<file path="src/rtl/corr_peak_search_pkg.sv">
// Shared widths, search resolution and FSM encoding for the correlation peak search.
package corr_peak_search_pkg;

  localparam int COORD_W = 13;
  localparam int SCORE_W = 32;
  localparam int STEP_W  = 14;

  localparam int SEARCH_H_RES = 1280;
  localparam int SEARCH_V_RES = 720;

  typedef enum logic [2:0] {
    ST_IDLE      = 3'd0,
    ST_ALIGN     = 3'd1,
    ST_WAIT_BUSY = 3'd2,
    ST_WAIT_DONE = 3'd3,
    ST_SETTLE    = 3'd4
  } state_t;

  function automatic int axis_positions(input int lo, input int hi, input int step);
    if (step < 1 || hi < lo) return 0;
    return (hi - lo) / step + 1;
  endfunction

endpackage

</file>
<file path="src/rtl/corr_peak_search_raster_step.sv">
// Combinational raster stepper: next start coordinate and last-position flag.
module corr_raster_step
  import corr_peak_search_pkg::*;
#(
  parameter int X_MIN  = 0,
  parameter int X_MAX  = 31,
  parameter int Y_MIN  = 0,
  parameter int Y_MAX  = 31,
  parameter int X_STEP = 1,
  parameter int Y_STEP = 1
) (
  input  logic [COORD_W-1:0] x_i,
  input  logic [COORD_W-1:0] y_i,
  output logic [COORD_W-1:0] next_x_o,
  output logic [COORD_W-1:0] next_y_o,
  output logic               last_o
);

  // One extra bit so a stride past the top of the 13-bit range cannot wrap.
  logic [STEP_W-1:0] x_inc;
  logic [STEP_W-1:0] y_inc;

  always_comb begin
    x_inc    = {1'b0, x_i} + STEP_W'(X_STEP);
    y_inc    = {1'b0, y_i} + STEP_W'(Y_STEP);
    next_x_o = x_i;
    next_y_o = y_i;
    last_o   = 1'b0;
    if (x_inc <= STEP_W'(X_MAX)) begin
      next_x_o = x_inc[COORD_W-1:0];
    end else if (y_inc <= STEP_W'(Y_MAX)) begin
      next_x_o = COORD_W'(X_MIN);
      next_y_o = y_inc[COORD_W-1:0];
    end else begin
      last_o   = 1'b1;
    end
  end

endmodule

</file>
<file path="src/rtl/corr_peak_search.sv">
// Raster sweep of the scorer start coordinate, keeping the best score per sweep.
// Optional watchdog abort: define CORR_PEAK_TIMEOUT_EN.
module corr_peak_search
  import corr_peak_search_pkg::*;
#(
  parameter int X_MIN          = 0,
  parameter int X_MAX          = 31,
  parameter int Y_MIN          = 0,
  parameter int Y_MAX          = 31,
  parameter int X_STEP         = 1,
  parameter int Y_STEP         = 1,
  parameter int TIMEOUT_CYCLES = 1048576
) (
  input  logic               iCLK,
  input  logic               iRST_N,
  input  logic               iStart,
  input  logic               iFinished,
  input  logic [SCORE_W-1:0] iScore,
  output logic [COORD_W-1:0] oXstart,
  output logic [COORD_W-1:0] oYstart,
  output logic               oBusy,
  output logic               oDone,
  output logic               oValid,
  output logic [SCORE_W-1:0] oBestScore,
  output logic [COORD_W-1:0] oBestX,
  output logic [COORD_W-1:0] oBestY,
  output logic               oTimeout,
  output state_t             oState
);

  localparam int NUM_POS = axis_positions(X_MIN, X_MAX, X_STEP) *
                           axis_positions(Y_MIN, Y_MAX, Y_STEP);

  // A single-position window would make the park point ambiguous with the sweep start.
  if (NUM_POS < 2 || X_MIN < 0 || Y_MIN < 0 || X_MAX >= SEARCH_H_RES ||
      Y_MAX >= SEARCH_V_RES || TIMEOUT_CYCLES < 1) begin : g_bad_window
    $error("corr_peak_search: window must hold at least 2 positions inside the search area");
  end

  state_t               state_q, state_d;
  logic [COORD_W-1:0]   x_q, x_d, y_q, y_d;
  logic [SCORE_W-1:0]   run_best_q, run_best_d;
  logic [COORD_W-1:0]   run_x_q, run_x_d, run_y_q, run_y_d;
  logic                 first_q, first_d;
  logic [SCORE_W-1:0]   best_q, best_d;
  logic [COORD_W-1:0]   best_x_q, best_x_d, best_y_q, best_y_d;
  logic                 valid_q, valid_d;
  logic                 done_q, done_d;
  logic                 take;
  logic [COORD_W-1:0]   next_x, next_y;
  logic                 last_pos;

  corr_raster_step #(
    .X_MIN (X_MIN),
    .X_MAX (X_MAX),
    .Y_MIN (Y_MIN),
    .Y_MAX (Y_MAX),
    .X_STEP(X_STEP),
    .Y_STEP(Y_STEP)
  ) u_step (
    .x_i     (x_q),
    .y_i     (y_q),
    .next_x_o(next_x),
    .next_y_o(next_y),
    .last_o  (last_pos)
  );

`ifdef CORR_PEAK_TIMEOUT_EN
  localparam int CNT_W = $clog2(TIMEOUT_CYCLES + 1);
  logic [CNT_W-1:0] cnt_q, cnt_d;
  logic             tmo_q, tmo_d;
  logic             waiting;
`endif

  always_comb begin
    state_d    = state_q;
    x_d        = x_q;
    y_d        = y_q;
    run_best_d = run_best_q;
    run_x_d    = run_x_q;
    run_y_d    = run_y_q;
    first_d    = first_q;
    best_d     = best_q;
    best_x_d   = best_x_q;
    best_y_d   = best_y_q;
    valid_d    = valid_q;
    done_d     = 1'b0;
    take       = first_q || (iScore > run_best_q);
`ifdef CORR_PEAK_TIMEOUT_EN
    tmo_d      = tmo_q;
    cnt_d      = '0;
    waiting    = 1'b0;
`endif
    unique case (state_q)
      ST_IDLE: begin
        if (iStart) begin
          state_d    = ST_ALIGN;
          run_best_d = '0;
          first_d    = 1'b1;
`ifdef CORR_PEAK_TIMEOUT_EN
          tmo_d      = 1'b0;
`endif
        end
      end
      ST_ALIGN: begin
        if (iFinished) begin
          x_d     = COORD_W'(X_MIN);
          y_d     = COORD_W'(Y_MIN);
          state_d = ST_WAIT_BUSY;
        end
      end
      ST_WAIT_BUSY: if (!iFinished) state_d = ST_WAIT_DONE;
      ST_WAIT_DONE: if (iFinished)  state_d = ST_SETTLE;
      ST_SETTLE: begin
        // Strict compare: ties keep the earlier raster position.
        first_d = 1'b0;
        if (take) begin
          run_best_d = iScore;
          run_x_d    = x_q;
          run_y_d    = y_q;
        end
        if (!last_pos) begin
          x_d     = next_x;
          y_d     = next_y;
          state_d = ST_WAIT_BUSY;
        end else begin
          best_d   = run_best_d;
          best_x_d = run_x_d;
          best_y_d = run_y_d;
          valid_d  = 1'b1;
          done_d   = 1'b1;
          state_d  = ST_IDLE;
        end
      end
      default: state_d = ST_IDLE;
    endcase
`ifdef CORR_PEAK_TIMEOUT_EN
    waiting = (state_q == ST_ALIGN) || (state_q == ST_WAIT_BUSY) ||
              (state_q == ST_WAIT_DONE);
    if (waiting) begin
      if (cnt_q == CNT_W'(TIMEOUT_CYCLES - 1)) begin
        state_d = ST_IDLE;
        x_d     = x_q;
        y_d     = y_q;
        tmo_d   = 1'b1;
        valid_d = 1'b0;
        done_d  = 1'b1;
      end else if (state_d == state_q) begin
        cnt_d = cnt_q + 1'b1;
      end
    end
`endif
  end

  always_ff @(posedge iCLK or negedge iRST_N) begin
    if (!iRST_N) begin
      state_q    <= ST_IDLE;
      x_q        <= COORD_W'(X_MAX);
      y_q        <= COORD_W'(Y_MAX);
      run_best_q <= '0;
      run_x_q    <= '0;
      run_y_q    <= '0;
      first_q    <= 1'b0;
      best_q     <= '0;
      best_x_q   <= '0;
      best_y_q   <= '0;
      valid_q    <= 1'b0;
      done_q     <= 1'b0;
`ifdef CORR_PEAK_TIMEOUT_EN
      cnt_q      <= '0;
      tmo_q      <= 1'b0;
`endif
    end else begin
      state_q    <= state_d;
      x_q        <= x_d;
      y_q        <= y_d;
      run_best_q <= run_best_d;
      run_x_q    <= run_x_d;
      run_y_q    <= run_y_d;
      first_q    <= first_d;
      best_q     <= best_d;
      best_x_q   <= best_x_d;
      best_y_q   <= best_y_d;
      valid_q    <= valid_d;
      done_q     <= done_d;
`ifdef CORR_PEAK_TIMEOUT_EN
      cnt_q      <= cnt_d;
      tmo_q      <= tmo_d;
`endif
    end
  end

`ifdef CORR_PEAK_TIMEOUT_EN
  assign oTimeout = tmo_q;
`else
  assign oTimeout = 1'b0;
`endif

  assign oXstart    = x_q;
  assign oYstart    = y_q;
  assign oBusy      = (state_q != ST_IDLE);
  assign oDone      = done_q;
  assign oValid     = valid_q;
  assign oBestScore = best_q;
  assign oBestX     = best_x_q;
  assign oBestY     = best_y_q;
  assign oState     = state_q;

endmodule

</file>
<file path="config.mk">
export PLATFORM = sky130hd
export DESIGN_NAME = corr_peak_search
export DESIGN_NICKNAME = d
export VERILOG_FILES = /design/src/rtl/corr_peak_search_pkg.sv /design/src/rtl/corr_peak_search_raster_step.sv /design/src/rtl/corr_peak_search.sv
export SDC_FILE = /design/constraint.sdc
export NUM_CORES = 1
export LEC_CHECK = 0
export ABC_CLOCK_PERIOD_IN_PS = 3700
export CORE_ASPECT_RATIO = 2
export CORE_MARGIN = 2
export CORE_UTILIZATION = 50
export CTS_CLUSTER_SIZE = 12
export DETAILED_ROUTE_END_ITERATION = 12
export GPL_TIMING_DRIVEN = 0
export PLACE_DENSITY_LB_ADDON = 0.2
export SLEW_MARGIN = 0
export SYNTH_ARGS = -nofsm -noshare
export SYNTH_HDL_FRONTEND = slang
export SYNTH_HIERARCHICAL = 1
export SYNTH_SLANG_ARGS = --single-unit
export TNS_END_PERCENT = 1
</file>
<file path="constraint.sdc">
create_clock -name iCLK -period 3.7 [get_ports iCLK]
set_input_delay 0.925 -clock iCLK [delete_from_list [all_inputs] [get_ports iCLK]]
set_output_delay 0.925 -clock iCLK [all_outputs]
set_load 0.05 [all_outputs]
</file>
==> results_dict.tcl <==
set metrics [dict create \
    dp_cells 1184 \
    fmax_mhz 284 \
    portBuffers 125 \
    post_dr_vias_cell 5.75 \
    num_io_pins 127 \
    cts.htree.levels 4 \
    average_cell_area_after_synthesis_um2 9.29 \
    ys_ff_latch 148 \
    die_boundary_width_um 93.2 \
    number_of_antenna_violations_at_the_first_check_in_global_routing 0 \
    hold_class "input port to async pin" \
    timing.critical_path.to_type "flip-flop" \
    synth_simple_gate_area_share 0.170 \
    ctsHoldBuffers 0 \
    design.final.nets 1073 \
    timing_worst_setup_path_type "flip-flop to flip-flop" \
    slowest_delay_ns 0.63 \
    yosys.area.top_type "sky130_fd_sc_hd__dfrtp_1" \
    yosys_warnings 6 \
    placed_area_mm2 0.00949 \
    antenna_cells 0 \
    synth-compound-area-share 0.149 \
    critical_path.cell_chain "ha_1 -> nand4_1 -> or2_1 -> a22oi_2 -> o31a_4 -> and3_2 -> buf_2 -> buf_1 -> a31oi_1" \
    drt-total-wl_um 22400 \
    period_share 0.952 \
    route.detailed.wl_per_inst_um 18.4 \
    synth_top_family_by_area "simple AND/OR/NAND/NOR gates" \
    detailedPlacementHpwl_um 15800 \
    synth_top_area_share 0.434 \
    cts_tree "yes" \
    rsz0062_at_grt "true" \
    synthMuxAreaShare 0.0802 \
    cp_data_required_time_ns 3.98 \
    placeableCoreArea_mm2 0.0157 \
    area.growth.synth_to_final_pct 27.5 \
    first_global_vias 6955 \
    maxSlewViolCount 0 \
    ir_worst_vdd_mv 0.377 \
    post_route_cells_drive_above_1_share 0.0976 \
    hold_viol_final 0 \
    starting_density_of_the_core 0.507 \
    drc_errors 0 \
    synth_adder_area_share 0.0566 \
    setup_viol 0 \
    grt_remaining_overflow 0 \
    floorplan.die_area_mm2 0.0170 \
    period_minus_slack_ns 3.52 \
    cts.path.max_buffers 2 \
    fin_cells 1215 \
    synth-main-ff-cell "sky130_fd_sc_hd__dfrtp_1" \
    worst_hold_check_slack_ns 0.493 \
    grt_first_pass_wirelength_um 36200 \
    cts.sink_count 148 \
    ys_top_cells_by_area "sky130_fd_sc_hd__dfrtp_1, sky130_fd_sc_hd__ha_1, sky130_fd_sc_hd__o21ai_0" \
    clock_insertion_delay_worst_skew_ns 0.43 \
    dieHeight_um 182 \
    cp_max_fo 12 \
    leakagePower_nw 4.34 \
    p_per_area_mw_per_mm2 563 \
    netlist-cell-type-count 62 \
    number_of_nets_with_antenna_violations_after_routing 0 \
    clk_tree_root_cell "sky130_fd_sc_hd__clkbuf_16" \
    synthXorXnorAreaFrac 0.00550 \
    worst_setup_path_start_kind "flip-flop" \
    place_worst_setup_slack_ns -0.424 \
    timing.critical_path.slowest_stage_cell "sky130_fd_sc_hd__dfstp_2" \
    core.rowCount 65 \
    synth_cells 857 \
    dr.pass1.iters 4 \
    globalRouteTotalUtil 0.274 \
    cts_made_buffers 17 \
    clock_skew_ns 0.0131 \
    synth_sequential_area_ratio 0.467 \
    timing.max_cap.violations 0 \
    num_vias 6981 \
    total_power_mw 5.71 \
    place.gp.congestion 0.852 \
    timing.slew.headroom 0.549 \
    worst_slew_pin_slew_ns 0.676 \
    netlist_area_mm2 0.00796 \
    outcome "finished, final reports clean" \
    arrival_ns 3.80 \
    crit_buf_inv 2 \
    mappedNetlistNets 929 \
    synth_enable_flop_cells 0 \
    critPathTopFamily "compound AO/OA/AOI/OAI gates" \
    first_iteration_detailed_routing_drc_count 316 \
    postSynth.asyncResetShare 1.00 \
    final_design_area_no_fill_mm2 0.0101 \
    worst_setup_hold_path_clk_slew_ns 0.06 \
    layout_setup_ws_ns 0.178 \
    grt_start_max_net_pins 81 \
]
-- cell usage in the layout, fill, tap and decap left out, types with 8 or more instances in the layout --
cell type,n
sky130_fd_sc_hd__dfrtp_1,138
sky130_fd_sc_hd__a21oi_1,14
sky130_fd_sc_hd__nand3_1,65
sky130_fd_sc_hd__clkbuf_16,17
sky130_fd_sc_hd__o21ai_1,8
sky130_fd_sc_hd__nor2_1,70
sky130_fd_sc_hd__o21ai_0,82
sky130_fd_sc_hd__and2_2,8
sky130_fd_sc_hd__mux2_1,16
sky130_fd_sc_hd__clkdlybuf4s50_1,124
sky130_fd_sc_hd__mux2i_1,33
sky130_fd_sc_hd__nand2_1,97
sky130_fd_sc_hd__ha_1,36
sky130_fd_sc_hd__mux2_2,10
sky130_fd_sc_hd__buf_2,9
sky130_fd_sc_hd__a31oi_1,59
sky130_fd_sc_hd__clkbuf_1,44
sky130_fd_sc_hd__inv_1,67
sky130_fd_sc_hd__dfstp_2,10
sky130_fd_sc_hd__nand4_1,8
-- logic make-up after synthesis --
group           count (synthesis)
simple gates                  283
buf+inv                       130
mux                            60
xor+xnor                        5
compound gates                194
fa+ha+maj                      36
other cells                     1
flops                         148
-- report_power, final --
group	internal [mW]	switching (mW)	total, mW
Clock	1.25	0.682	1.94
Sequential	1.81	0.169	1.98
Combinational	0.569	1.23	1.80
Total	3.63	2.08	5.71
-- metrics by stage --
step	util	setup TNS, ns
2_1_floorplan	-	0
3_3_place_gp	0.603	-648.25
3_5_place_dp	0.605	-14.71
4_1_cts	0.647	0
5_1_grt	0.647	-0.0314
6_report	0.647	0
-- final timing paths --
| check | slack, ns | cells past startpoint | endpoint | startpoint |
|---|---|---|---|---|
| worst max-delay path | 0.18 | 9 | oBestScore[13] | oYstart[1] |
| worst min-delay path | 0.49 | 1 | oDone | iRST_N |
| worst max register to register | 0.18 | 9 | oBestScore[13] | oYstart[1] |
| worst min register to register | 0.49 | 1 | run_y_q[10] | run_y_q[10] |
| max in group asynchronous | 2.31 | 2 | oXstart[0] | iRST_N |
| min in group iCLK | 0.49 | 1 | run_y_q[10] | run_y_q[10] |
-- cell type report --
class	instances	area, um2
Multi-Input combinational cell	579	3680
Clock buffer	24	482
Buffer	62	317
Fill cell	1252	5550
Timing Repair Buffer	126	1280
Tap cell	201	251
Clock inverter	8	173
Sequential cell	148	3720
Inverter	67	251
-- what timing repair did --
action                     in CTS  in global routing
buffers inserted                0                  0
setup endpoints to repair      58                 13
gates resized for setup         2                  3
-- flip-flops by register name, indices dropped and copies added, names as in the netlist, 3 cells and up --
register / count
run_x_q: 13
oBestScore: 32
oYstart: 13
oBestX: 13
run_y_q: 13
oState: 3
oBestY: 13
oXstart: 13
run_best_q: 32
-- Yosys cell counts (3+ instances only) --
| master | number |
|---|---|
| sky130_fd_sc_hd__dfrtp_1 | 138 |
| sky130_fd_sc_hd__nand2_1 | 97 |
| sky130_fd_sc_hd__o21ai_0 | 82 |
| sky130_fd_sc_hd__nor2_1 | 70 |
| sky130_fd_sc_hd__inv_1 | 67 |
| sky130_fd_sc_hd__nand3_1 | 65 |
| sky130_fd_sc_hd__a31oi_1 | 59 |
| sky130_fd_sc_hd__clkbuf_1 | 43 |
| sky130_fd_sc_hd__ha_1 | 36 |
| sky130_fd_sc_hd__mux2i_1 | 33 |
| sky130_fd_sc_hd__mux2_1 | 16 |
| sky130_fd_sc_hd__a21oi_1 | 14 |
| sky130_fd_sc_hd__dfstp_2 | 10 |
| sky130_fd_sc_hd__mux2_2 | 10 |
| sky130_fd_sc_hd__buf_2 | 9 |
| sky130_fd_sc_hd__and2_2 | 8 |
| sky130_fd_sc_hd__nand4_1 | 8 |
| sky130_fd_sc_hd__o21ai_1 | 8 |
| sky130_fd_sc_hd__buf_4 | 5 |
| sky130_fd_sc_hd__nor2b_1 | 5 |
| sky130_fd_sc_hd__nor4_1 | 5 |
| sky130_fd_sc_hd__buf_6 | 4 |
| sky130_fd_sc_hd__xor2_1 | 4 |
| sky130_fd_sc_hd__a211oi_1 | 3 |
| sky130_fd_sc_hd__nor4_4 | 3 |
| sky130_fd_sc_hd__o211ai_1 | 3 |
| sky130_fd_sc_hd__o22ai_1 | 3 |
| sky130_fd_sc_hd__o311ai_0 | 3 |
-- layer usage --
| layer | wire length (um) | global-route usage |
|---|---|---|
| met5 | 0 | 0 |
| met4 | 637 | 0.119 |
| met3 | 959 | 0.0442 |
| met2 | 12400 | 0.494 |
| met1 | 8400 | 0.314 |
Note: power is estimated with default switching activity, not from simulation.
